[src/rtl/command_word_sequencer_pkg.sv]
// Shared constants for the 8259A command word front end.
// State encoding and command byte bit positions.
package pic_pkg;

    localparam logic [2:0] ST_WAIT_ICW1 = 3'd0;
    localparam logic [2:0] ST_WAIT_ICW2 = 3'd1;
    localparam logic [2:0] ST_WAIT_ICW3 = 3'd2;
    localparam logic [2:0] ST_WAIT_ICW4 = 3'd3;
    localparam logic [2:0] ST_READY     = 3'd4;

    localparam int ICW1_SEL_BIT  = 4;
    localparam int OCW3_SEL_BIT  = 3;
    localparam int ICW1_SNGL_BIT = 1;
    localparam int ICW1_IC4_BIT  = 0;

    typedef struct packed {
        logic icw1;
        logic icw2;
        logic icw3;
        logic icw4;
        logic ocw1;
        logic ocw2;
        logic ocw3;
    } strobe_t;

endpackage

[src/rtl/command_word_sequencer_if.sv]
// CPU-side write bus of the command word sequencer.
// The CPU drives it; the sequencer only observes it.
interface command_word_sequencer_if;
    logic       chip_select_n;
    logic       write_enable_n;
    logic       address;
    logic [7:0] data_bus_in;

    modport master (
        output chip_select_n,
        output write_enable_n,
        output address,
        output data_bus_in
    );

    modport slave (
        input chip_select_n,
        input write_enable_n,
        input address,
        input data_bus_in
    );
endinterface

[src/rtl/command_word_sequencer_bus_write_detector.sv]
// Synchronizes the CPU write strobes and flags completed write cycles.
// The last write-low sample of a low phase supplies A0 and data.
module bus_write_detector (
    input  logic                            clock,
    input  logic                            reset,
    command_word_sequencer_if.slave         bus,
    output logic                            accept,
    output logic                            captured_a0,
    output logic [7:0]                      captured_data
);

    logic wr_s1;
    logic wr_s2;
    logic cs_s1;
    logic cs_s2;
    logic armed;
    logic write_low;

    assign write_low = !wr_s2 && !cs_s2;
    // armed survives CS_n rising early so the WR_n rise still completes
    assign accept    = wr_s2 && armed;

    always_ff @(posedge clock) begin
        if (reset) begin
            wr_s1         <= 1'b1;
            wr_s2         <= 1'b1;
            cs_s1         <= 1'b1;
            cs_s2         <= 1'b1;
            armed         <= 1'b0;
            captured_a0   <= 1'b0;
            captured_data <= 8'h00;
        end else begin
            wr_s1 <= bus.write_enable_n;
            wr_s2 <= wr_s1;
            cs_s1 <= bus.chip_select_n;
            cs_s2 <= cs_s1;
            if (write_low) begin
                armed         <= 1'b1;
                captured_a0   <= bus.address;
                captured_data <= bus.data_bus_in;
            end else if (wr_s2) begin
                armed <= 1'b0;
            end
        end
    end

endmodule

[src/rtl/command_word_sequencer.sv]
// ICW/OCW sequencer: steps the 8259A initialization sequence and
// decodes operation control words into one-cycle write strobes.
module command_word_sequencer
    import pic_pkg::*;
(
    input  logic                    clock,
    input  logic                    reset,
    command_word_sequencer_if.slave bus,
    output logic [7:0]              internal_data_bus,
    output logic                    write_initial_command_word_1,
    output logic                    write_initial_command_word_2,
    output logic                    write_initial_command_word_3,
    output logic                    write_initial_command_word_4,
    output logic                    write_operation_control_word_1,
    output logic                    write_operation_control_word_2,
    output logic                    write_operation_control_word_3,
    output logic                    initialization_done,
    output logic [2:0]              init_state
);

    logic       accept;
    logic       a0;
    logic [7:0] data;

    bus_write_detector u_detector (
        .clock         (clock),
        .reset         (reset),
        .bus           (bus),
        .accept        (accept),
        .captured_a0   (a0),
        .captured_data (data)
    );

    logic [2:0] state;
    logic [2:0] nxt_state;
    logic       sngl;
    logic       nxt_sngl;
    logic       ic4;
    logic       nxt_ic4;
    strobe_t    stb_q;
    strobe_t    nxt_stb;
    logic       is_icw1;
    logic       is_ocw;
    logic       in_ready;

    assign is_icw1  = !a0 && data[ICW1_SEL_BIT];
    assign is_ocw   = !a0 && !data[ICW1_SEL_BIT];
    assign in_ready = state == ST_READY;

    // ICW1 outranks everything and restarts the sequence from any state
    always_comb begin
        nxt_state = state;
        nxt_sngl  = sngl;
        nxt_ic4   = ic4;
        nxt_stb   = '0;
        if (accept) begin
            unique case (1'b1)
                is_icw1: begin
                    nxt_stb.icw1 = 1'b1;
                    nxt_sngl     = data[ICW1_SNGL_BIT];
                    nxt_ic4      = data[ICW1_IC4_BIT];
                    nxt_state    = ST_WAIT_ICW2;
                end
                a0 && state == ST_WAIT_ICW2: begin
                    nxt_stb.icw2 = 1'b1;
                    nxt_state    = !sngl ? ST_WAIT_ICW3 :
                                   ic4   ? ST_WAIT_ICW4 : ST_READY;
                end
                a0 && state == ST_WAIT_ICW3: begin
                    nxt_stb.icw3 = 1'b1;
                    nxt_state    = ic4 ? ST_WAIT_ICW4 : ST_READY;
                end
                a0 && state == ST_WAIT_ICW4: begin
                    nxt_stb.icw4 = 1'b1;
                    nxt_state    = ST_READY;
                end
                a0 && in_ready: begin
                    nxt_stb.ocw1 = 1'b1;
                end
                is_ocw && in_ready && !data[OCW3_SEL_BIT]: begin
                    nxt_stb.ocw2 = 1'b1;
                end
                is_ocw && in_ready && data[OCW3_SEL_BIT]: begin
                    nxt_stb.ocw3 = 1'b1;
                end
                default: begin
                end
            endcase
        end
    end

    always_ff @(posedge clock) begin
        if (reset) begin
            state               <= ST_WAIT_ICW1;
            sngl                <= 1'b1;
            ic4                 <= 1'b0;
            stb_q               <= '0;
            internal_data_bus   <= 8'h00;
            initialization_done <= 1'b0;
        end else begin
            state               <= nxt_state;
            sngl                <= nxt_sngl;
            ic4                 <= nxt_ic4;
            stb_q               <= nxt_stb;
            initialization_done <= nxt_state == ST_READY;
            if (|nxt_stb) begin
                internal_data_bus <= data;
            end
        end
    end

    assign init_state                     = state;
    assign write_initial_command_word_1   = stb_q.icw1;
    assign write_initial_command_word_2   = stb_q.icw2;
    assign write_initial_command_word_3   = stb_q.icw3;
    assign write_initial_command_word_4   = stb_q.icw4;
    assign write_operation_control_word_1 = stb_q.ocw1;
    assign write_operation_control_word_2 = stb_q.ocw2;
    assign write_operation_control_word_3 = stb_q.ocw3;

endmodule

[src/flat_wrapper.sv]
// flat-port wrapper written by rule: the top's interface ports become plain ports
module command_word_sequencer_flat import pic_pkg::*;
  (clock, reset, internal_data_bus, write_initial_command_word_1, write_initial_command_word_2, write_initial_command_word_3, write_initial_command_word_4, write_operation_control_word_1, write_operation_control_word_2, write_operation_control_word_3, initialization_done, init_state, bus_chip_select_n, bus_write_enable_n, bus_address, bus_data_bus_in);
  command_word_sequencer_if bus_i ();
  input  logic clock;
  input  logic reset;
  output logic [7:0] internal_data_bus;
  output logic write_initial_command_word_1;
  output logic write_initial_command_word_2;
  output logic write_initial_command_word_3;
  output logic write_initial_command_word_4;
  output logic write_operation_control_word_1;
  output logic write_operation_control_word_2;
  output logic write_operation_control_word_3;
  output logic initialization_done;
  output logic [2:0] init_state;
  input wire logic [$bits(bus_i.chip_select_n)-1:0] bus_chip_select_n;
  input wire logic [$bits(bus_i.write_enable_n)-1:0] bus_write_enable_n;
  input wire logic [$bits(bus_i.address)-1:0] bus_address;
  input wire logic [$bits(bus_i.data_bus_in)-1:0] bus_data_bus_in;
  assign bus_i.chip_select_n = bus_chip_select_n;
  assign bus_i.write_enable_n = bus_write_enable_n;
  assign bus_i.address = bus_address;
  assign bus_i.data_bus_in = bus_data_bus_in;
  command_word_sequencer u_core (.clock(clock), .reset(reset), .bus(bus_i), .internal_data_bus(internal_data_bus), .write_initial_command_word_1(write_initial_command_word_1), .write_initial_command_word_2(write_initial_command_word_2), .write_initial_command_word_3(write_initial_command_word_3), .write_initial_command_word_4(write_initial_command_word_4), .write_operation_control_word_1(write_operation_control_word_1), .write_operation_control_word_2(write_operation_control_word_2), .write_operation_control_word_3(write_operation_control_word_3), .initialization_done(initialization_done), .init_state(init_state));
endmodule
[config.mk]
export PLATFORM = sky130hd
export DESIGN_NAME = command_word_sequencer_flat
export DESIGN_NICKNAME = d
export VERILOG_FILES = /design/src/rtl/command_word_sequencer_pkg.sv /design/src/rtl/command_word_sequencer_if.sv /design/src/rtl/command_word_sequencer_bus_write_detector.sv /design/src/rtl/command_word_sequencer.sv /design/src/flat_wrapper.sv
export SDC_FILE = /design/constraint.sdc
export NUM_CORES = 1
export LEC_CHECK = 0
export CORE_ASPECT_RATIO = 0.5
export CORE_MARGIN = 10
export CORE_UTILIZATION = 52
export CTS_CLUSTER_SIZE = 12
export DETAILED_ROUTE_END_ITERATION = 16
export GPL_TIMING_DRIVEN = 0
export PLACE_DENSITY = 0.83
export SKIP_LAST_GASP = 1
export SLEW_MARGIN = 10
export SYNTH_ARGS = -nofsm -noshare
export SYNTH_HDL_FRONTEND = slang
export SYNTH_SLANG_ARGS = --single-unit
export TNS_END_PERCENT = 100
[constraint.sdc]
create_clock -name clock -period 2.8 [get_ports clock]
set_clock_uncertainty 0.05 [all_clocks]
set_input_delay 0.56 -clock clock [delete_from_list [all_inputs] [get_ports clock]]
set_output_delay 0.56 -clock clock [all_outputs]
set_load 0.02 [all_outputs]
; ---- Word level (Yosys, flattened, before mapping)
; Cells that the tools add are included.
[word_totals]
mem_bits_rw = 0
latchBits = 0
reg_bits = 35
output_inout_bits = 19
mem_bits_ro = 0
mem_count = 0
in_bits = 13
[classes]
order_cmp = 0
bitwise = 0
div_mod_pow = 0
reduce_logical = 19
add_sub_neg = 0
muxes = 14
n_eq_ne = 5
n_mul = 0
shift = 0
[ops]
columns = cell, n
row1 = case mux 3 bit (4 select lines), 1
row2 = logical AND 1 bit, 11
row3 = two-way mux 1 bit, 9
row4 = two-way mux 3 bit, 3
row5 = two-way mux 7 bit, 1
row6 = OR reduction 7 bit, 1
row7 = equality test 3 x 2 -> 1 bit (second input constant), 2
row8 = equality test 3 bit (second input constant), 2
row9 = logical NOT 1 bit, 5
row10 = equality test 3 x 1 -> 1 bit (second input constant), 1
row11 = AND reduction 2 bit, 1
row12 = nonzero test 2 bit, 1

; ---- Depth between registers and ports, before layout
; Gate-level depths: netlist of run 1.
[logic_depth]
depth_word = 7
depth_mapped = 5

; ---- Modules after synthesis
; Synthesis of run 1 repeated with hierarchy kept, for this count alone.
[unflattened]
hier_cells = 153
area_unflattened_um2 = 1430.1
[modules_own_cells]
columns = mod, seq_area_each_um2, cells_per_inst, area_per_inst_um2, n_inst
row1 = command_word_sequencer, 420.4, 101, 913.4, 1
row2 = bus_write_detector, 280.3, 52, 516.7, 1

; ---- Worst setup path before layout of run 1
; Ideal clock, no wire load.
[synth_path]
path_kind = register to register
startpoint = reg u_core.state[0], in the netlist u_core.init_state[0]
endpoint = reg u_core.internal_data_bus[0]
setup_ns = 0.072
t_required_ns = 2.678
setup_slack_ns = 1.208
stages_incl_launch_ff = 5
arrival_ns = 1.470
path_cell_list = dfxtp_1 buf_6 or3b_4 a31oi_4 mux2i_1
[synth_via]
elab_chain_len = 6
elab_cells_between_ends = 19
[synth_rtl]
columns = item, line_no
row1 = "start, declared", command_word_sequencer.sv:34  ; logic [2:0] state;
row2 = "start signal, assigned", command_word_sequencer.sv:101  ; state <= nxt_state;
row3 = equality test 3 bit, command_word_sequencer.sv:48  ; assign in_ready = state == ST_READY;
row4 = logical AND 1 bit, "command_word_sequencer.sv:80, command_word_sequencer.sv:83"
row5 = "logical AND 1 bit, on equally long branches", "command_word_sequencer.sv:83, command_word_sequencer.sv:80"
row6 = two-way mux 1 bit, command_word_sequencer.sv:57  ; unique case (1'b1)
row7 = two-way mux 7 bit *, command_word_sequencer.sv:56  ; if (accept) begin
row8 = OR reduction 7 bit *, command_word_sequencer.sv:106  ; if (|nxt_stb) begin
row9 = "end signal, assigned", command_word_sequencer.sv:107  ; internal_data_bus <= data;
row10 = "end, declared", command_word_sequencer.sv:9  ; output logic [7:0] internal_data_bus,
; Mark *: on every way between the ends. The rest lies on a longest branch, timed or not.
; A chain may end at the register's enable or synchronous reset.

; ---- Worst setup path after layout of run 1
[layout_path]
startpoint = reg u_core.state[1], in the netlist u_core.init_state[1]
endpoint = out init_state[1]
[layout_rtl]
columns = item, line_no
row1 = "end, declared", flat_wrapper.sv:16  ; output logic [2:0] init_state;
; No word-level cell between the ends.

==> impl_metrics.tcl, run 1 <==
set metrics [dict create \
    status "complete, no violations" \
    cts_resized 0 \
    fmax_mhz 490 \
    syn_area_mm2 0.00137 \
    critPathLaunch "u_core.init_state[1]" \
    cts_setup_buffers 0 \
    htreeDepth 2 \
    die_w_um 92.5 \
    nets 196 \
    die-area_mm2 0.00520 \
    clk_latency_ns 0.28 \
    ys_types 30 \
    antenna_found_initial 0 \
    relSlewSlack_pct 63.4 \
    cts_tree "yes" \
    place_congestion 0.759 \
    finalWirelength_mm 2.95 \
    cp_top_family "buffers and inverters" \
    synth_nets 158 \
    routedWlPerCell_um 13.4 \
    drtIter0Drc 35 \
    min_period_ns 2.04 \
    yosysTopAreaCellShare_pct 51.3 \
    synthToLayoutAreaGrowth_pct 33.4 \
    seqPwrFrac_pct 53.8 \
    leakagePower_nw 0.592 \
    io_buffers 31 \
    grtUsageTotal_pct 11.9 \
    final_util_pct 71.4 \
    io_pins 32 \
    antenna_left 0 \
    route.detailed.drc 0 \
    cts.sink_count 35 \
    n_antenna_cell 0 \
    drt_first_pass_iters 4 \
    avgSynthCellArea_um2 9.42 \
    endpoint "init_state[1]" \
    tns_ns 0 \
    multiInputGateArea_um2 609 \
    vdd_drop_max_v 0.000303 \
    cp.required_ns 2.19 \
    fillerInstances 221 \
    worstSetupStartpointType "flip-flop" \
    final_hold_viol_count 0 \
    power.share.clock_pct 42.1 \
    grt-ovfl-total 0 \
    finalSetupViolations 0 \
    clockBufferDepth 2 \
    finalCritPeriodShare_pct 72.9 \
    num_rows 13 \
    synthTopCellsByArea "dfxtp_1 (51%), nand2b_1 (7.8%), mux2i_1 (6.6%)" \
    yosys_warnings 0 \
    cellPowerDensity_mw_per_mm2 513 \
    crit_arrival_ns 1.43 \
    hpwl_mm 2.17 \
    post_dp_cell_area_mm2 0.00172 \
    p_sw_share_pct 20.1 \
    rsz0062_at_grt "no" \
    power.internal_mw 0.748 \
    clockRootBuffer "clkbuf_8" \
    cp_cell_sequence "clkdlybuf4s50_1" \
    grt_pass1_wl_mm 4.91 \
    p_sw_mw 0.188 \
    seq_area_frac_synth_pct 51.3 \
    core_mm2 0.00255 \
    cp_slowest_stage_delay_ns 0.68 \
    die_h_um 56.2 \
    p_comb_share_pct 4.0 \
    path_max_fanout 9 \
    seq_area_um2 701 \
    reg2reg_depth 4 \
    drive_above_1_share_pct 8.15 \
    r2r_start "u_core.init_state[0]" \
    syn_inst 145 \
    final_common_cell "dfxtp_1" \
    path_buf_inv 1 \
    grt_pass1_vias 1086 \
    initial_utilization_pct 53.5 \
    hold_buffers 0 \
    drv_slew 0 \
    cpMaxStageDelayCell "clkdlybuf4s50_1" \
    layout_common_cells "dfxtp_1 (35), clkdlybuf4s50_1 (31), nand2b_1 (17)" \
    reg2reg_slack_ns 1.14 \
    tightestPinTransition_ns 0.547 \
    vias_per_cell 5.02 \
    stdcell_area_mm2 0.00182 \
    ys_ff_latch 35 \
    synth_top_area_cell "dfxtp_1" \
    vias 1109 \
    worstHoldPathType "flip-flop to flip-flop" \
    criticalPathCategory "flip-flop to output port" \
    end_kind "output port" \
    cts.clk_slew.worst_paths_ns 0.07 \
    grt_max_degree 11 \
    cts_made_buffers 5 \
    maxCapViolations 0 \
    r2r_end "u_core.internal_data_bus[6]" \
    path_depth 1 \
]
per-layer routing:
layer | track usage [%] | part of all wire (%) | vias to the layer above | wire length, µm
li1 | - | - | 570 | -
met1 | 12.8 | 45 | 499 | 1330
met2 | 18.8 | 46 | 31 | 1360
met3 | 5.38 | 6.2 | 9 | 184
met4 | 7.21 | 2.5 | 0 | 73
met5 | 0 | 0 | - | 0
cell usage after synthesis:
master and count:
nand4_1 1, nor4_1 2, inv_1 5, o31ai_1 1
nor2b_1 1, a2bb2oi_1 2, buf_6 1, and3_1 1
o2bb2ai_1 1, and2_1 1, mux2i_1 9, clkbuf_1 7
o21ai_0 10, a21oi_1 12, or2b_1 1, o22ai_1 1
nor2_1 6, a211o_1 2, dfxtp_1 35, a211oi_1 2
nand3b_1 2, or3b_4 1, nand4b_1 1, xor2_1 1
nor3_1 3, nand2_1 12, a31oi_1 1, a31oi_4 1
nand2b_1 17, or2_2 5
metrics by stage:
| stage | power [mW] | setup slack, ns | hold WS, ns | std cells |
|---|---|---|---|---|
| global placement | 0.552 | 0.687 | 0.342 | 213 |
| global route | 0.973 | 0.706 | 0.376 | 221 |
| CTS | 0.945 | 0.761 | 0.367 | 221 |
| floorplan | 0.530 | 1.21 | 0.339 | 145 |
| finish | 0.935 | 0.760 | 0.363 | 221 |
| detailed placement | 0.552 | 0.668 | 0.352 | 213 |
power groups by stage:
stage	logic (mW)	registers, mW	clock network (mW)
final	0.0377	0.504	0.394
after global routing	0.0411	0.503	0.428
after CTS	0.0378	0.504	0.404
after detailed placement	0.0376	0.515	0
after global placement	0.0371	0.515	0
after floorplan	0.0157	0.514	0
worst min-delay path by stage:
| stage | startpoint | end | slack (ns) | cells after the start |
|---|---|---|---|---|
| global placement | u_core.u_detector.cs_s1 | u_core.u_detector.cs_s2 | 0.34 | 1 |
| CTS | u_core.u_detector.wr_s1 | u_core.u_detector.wr_s2 | 0.37 | 1 |
| global route | u_core.u_detector.cs_s1 | u_core.u_detector.cs_s2 | 0.38 | 1 |
| detailed placement | u_core.u_detector.wr_s1 | u_core.u_detector.wr_s2 | 0.35 | 1 |
| floorplan | u_core.u_detector.cs_s1 | u_core.u_detector.cs_s2 | 0.34 | 1 |
| finish | u_core.u_detector.wr_s1 | u_core.u_detector.wr_s2 | 0.36 | 1 |
final cells by class:
class                           count  area share [%]
Tap cell                           37            2.54
Timing Repair Buffer               31            17.0
Buffer                              8            2.06
Multi-Input combinational cell     97            33.4
Sequential cell                    35            38.4
Inverter                            5            1.03
Clock buffer                        8            5.49
cell families after synthesis:
| family | after synthesis | synth area share [%] |
|---|---|---|
| XOR/XNOR | 1 | 0.641 |
| flip-flops | 35 | 51.3 |
| AND/OR/NAND/NOR | 54 | 22.0 |
| buffers and inverters | 13 | 4.12 |
| multiplexers | 9 | 6.59 |
| AO/OA/AOI/OAI | 33 | 15.4 |
No activity file was read; power rests on OpenSTA's default activity.
==> run 2, diff against run 1 <==
Settings changed: CORE_UTILIZATION 52 to 48, PLACE_DENSITY 0.83 to 0.77.
Clock period 2.8 ns to 2 ns, I/O delays scaled along.
==> impl_metrics.tcl, run 2 (synthesis results as in run 1) <==
set metrics [dict create \
    r2r_start "u_core.init_state[0]" \
    vdd_drop_max_v 0.000448 \
    cts.sink_count 35 \
    setup_slack_ns 0.121 \
    cts_setup_buffers 0 \
    finalSetupViolations 0 \
    cp_top_family "buffers and inverters" \
    min_period_ns 1.88 \
    status "complete, no violations" \
    maxCapViolations 0 \
    nets 196 \
    cp_slowest_stage_delay_ns 0.67 \
    cts_resized 0 \
    cts.clk_slew.worst_paths_ns 0.06 \
    vias 1095 \
    crit_arrival_ns 1.43 \
    cp_cell_sequence "clkdlybuf4s50_1" \
    vias_per_cell 5.00 \
    route.detailed.drc 0 \
    hpwl_mm 2.14 \
    grt-ovfl-total 0 \
    drive_above_1_share_pct 7.14 \
    p_comb_share_pct 4.4 \
    worstHoldPathType "flip-flop to flip-flop" \
    tns_ns 0 \
    rsz0062_at_grt "no" \
    cts_tree "yes" \
    grt_pass1_wl_mm 4.94 \
    drv_slew 0 \
    grt_max_degree 11 \
    final_common_cell "dfxtp_1" \
    hold_buffers 0 \
    end_kind "output port" \
    grt_pass1_vias 1094 \
    io_pins 32 \
    path_buf_inv 1 \
    antenna_found_initial 0 \
    cpMaxStageDelayCell "clkdlybuf4s50_1" \
    holdWs_ns 0.359 \
    clk_latency_ns 0.27 \
    power.internal_mw 0.965 \
    p_sw_mw 0.240 \
    seqPwrFrac_pct 58.5 \
    worstSetupStartpointType "flip-flop" \
    die-area_mm2 0.00551 \
    cellPowerDensity_mw_per_mm2 671 \
    power.share.clock_pct 37.1 \
    n_antenna_cell 0 \
    drtIter0Drc 41 \
    finalCritPeriodShare_pct 93.9 \
    io_buffers 31 \
    fmax_mhz 532 \
    initial_utilization_pct 51.5 \
    dp_slack_ns -0.000557 \
    num_rows 13 \
    finalWirelength_mm 2.99 \
    core_mm2 0.00265 \
    critPathLaunch "u_core.init_state[1]" \
    final_hold_viol_count 0 \
    cts_made_buffers 5 \
    die_h_um 57.7 \
    htreeDepth 2 \
    hold_start "u_core.u_detector.wr_s1" \
    p_sw_share_pct 19.9 \
    antenna_left 0 \
    layout_common_cells "dfxtp_1 (35), clkdlybuf4s50_1 (31), nand2b_1 (17)" \
    drt_first_pass_iters 4 \
    leakagePower_nw 0.578 \
    grtUsageTotal_pct 11.3 \
    cp.required_ns 1.55 \
    clockBufferDepth 2 \
    relSlewSlack_pct 58.2 \
    tightestPinTransition_ns 0.625 \
    path_max_fanout 9 \
    clockRootBuffer "clkbuf_8" \
    place_congestion 0.824 \
    criticalPathCategory "flip-flop to output port" \
    routedWlPerCell_um 13.7 \
    die_w_um 95.5 \
    synthToLayoutAreaGrowth_pct 31.4 \
]
[run 2: layer usage]
layer | GRT usage (%) | vias to the layer above | wire length, µm
li1 | - | 569 | -
met1 | 13.4 | 497 | 1460
met2 | 17.8 | 25 | 1280
met3 | 5.26 | 4 | 218
met4 | 3.76 | 0 | 36
met5 | 0 | - | 0
[run 2: cell type report]
type                            count  area [µm²]
Inverter                            5        18.8
Multi-Input combinational cell     97         609
Sequential cell                    35         701
Tap cell                           37        46.3
Buffer                              8        37.5
Clock buffer                        6        72.6
Fill cell                         215         856
Timing Repair Buffer               31         310
[run 2: stage by stage]
step	area, µm²	utilization [%]	cells	total power, mW
final	1800	67.7	219	1.21
after global routing	1800	67.7	219	1.25
after CTS	1800	67.7	219	1.21
after detailed placement	1720	65.0	213	0.774
after global placement	1720	65.0	213	0.774
after floorplan	1370	-	145	0.742
[run 2: worst paths after layout]
path,end,slack [ns],cells past startpoint
setup / recovery,init_state[1],0.12,1
hold / removal,u_core.u_detector.wr_s2,0.36,1
setup reg to reg,u_core.internal_data_bus[0],0.32,4
hold reg to reg,u_core.u_detector.wr_s2,0.36,1
[run 2: power by group through the flow]
stage,combinational [mW],sequential (mW),clock (mW)
2_1_floorplan,0.0219,0.720,0
3_3_place_gp,0.0536,0.721,0
3_5_place_dp,0.0535,0.721,0
5_1_grt,0.0587,0.705,0.484
4_1_cts,0.0537,0.705,0.456
6_report,0.0531,0.705,0.447
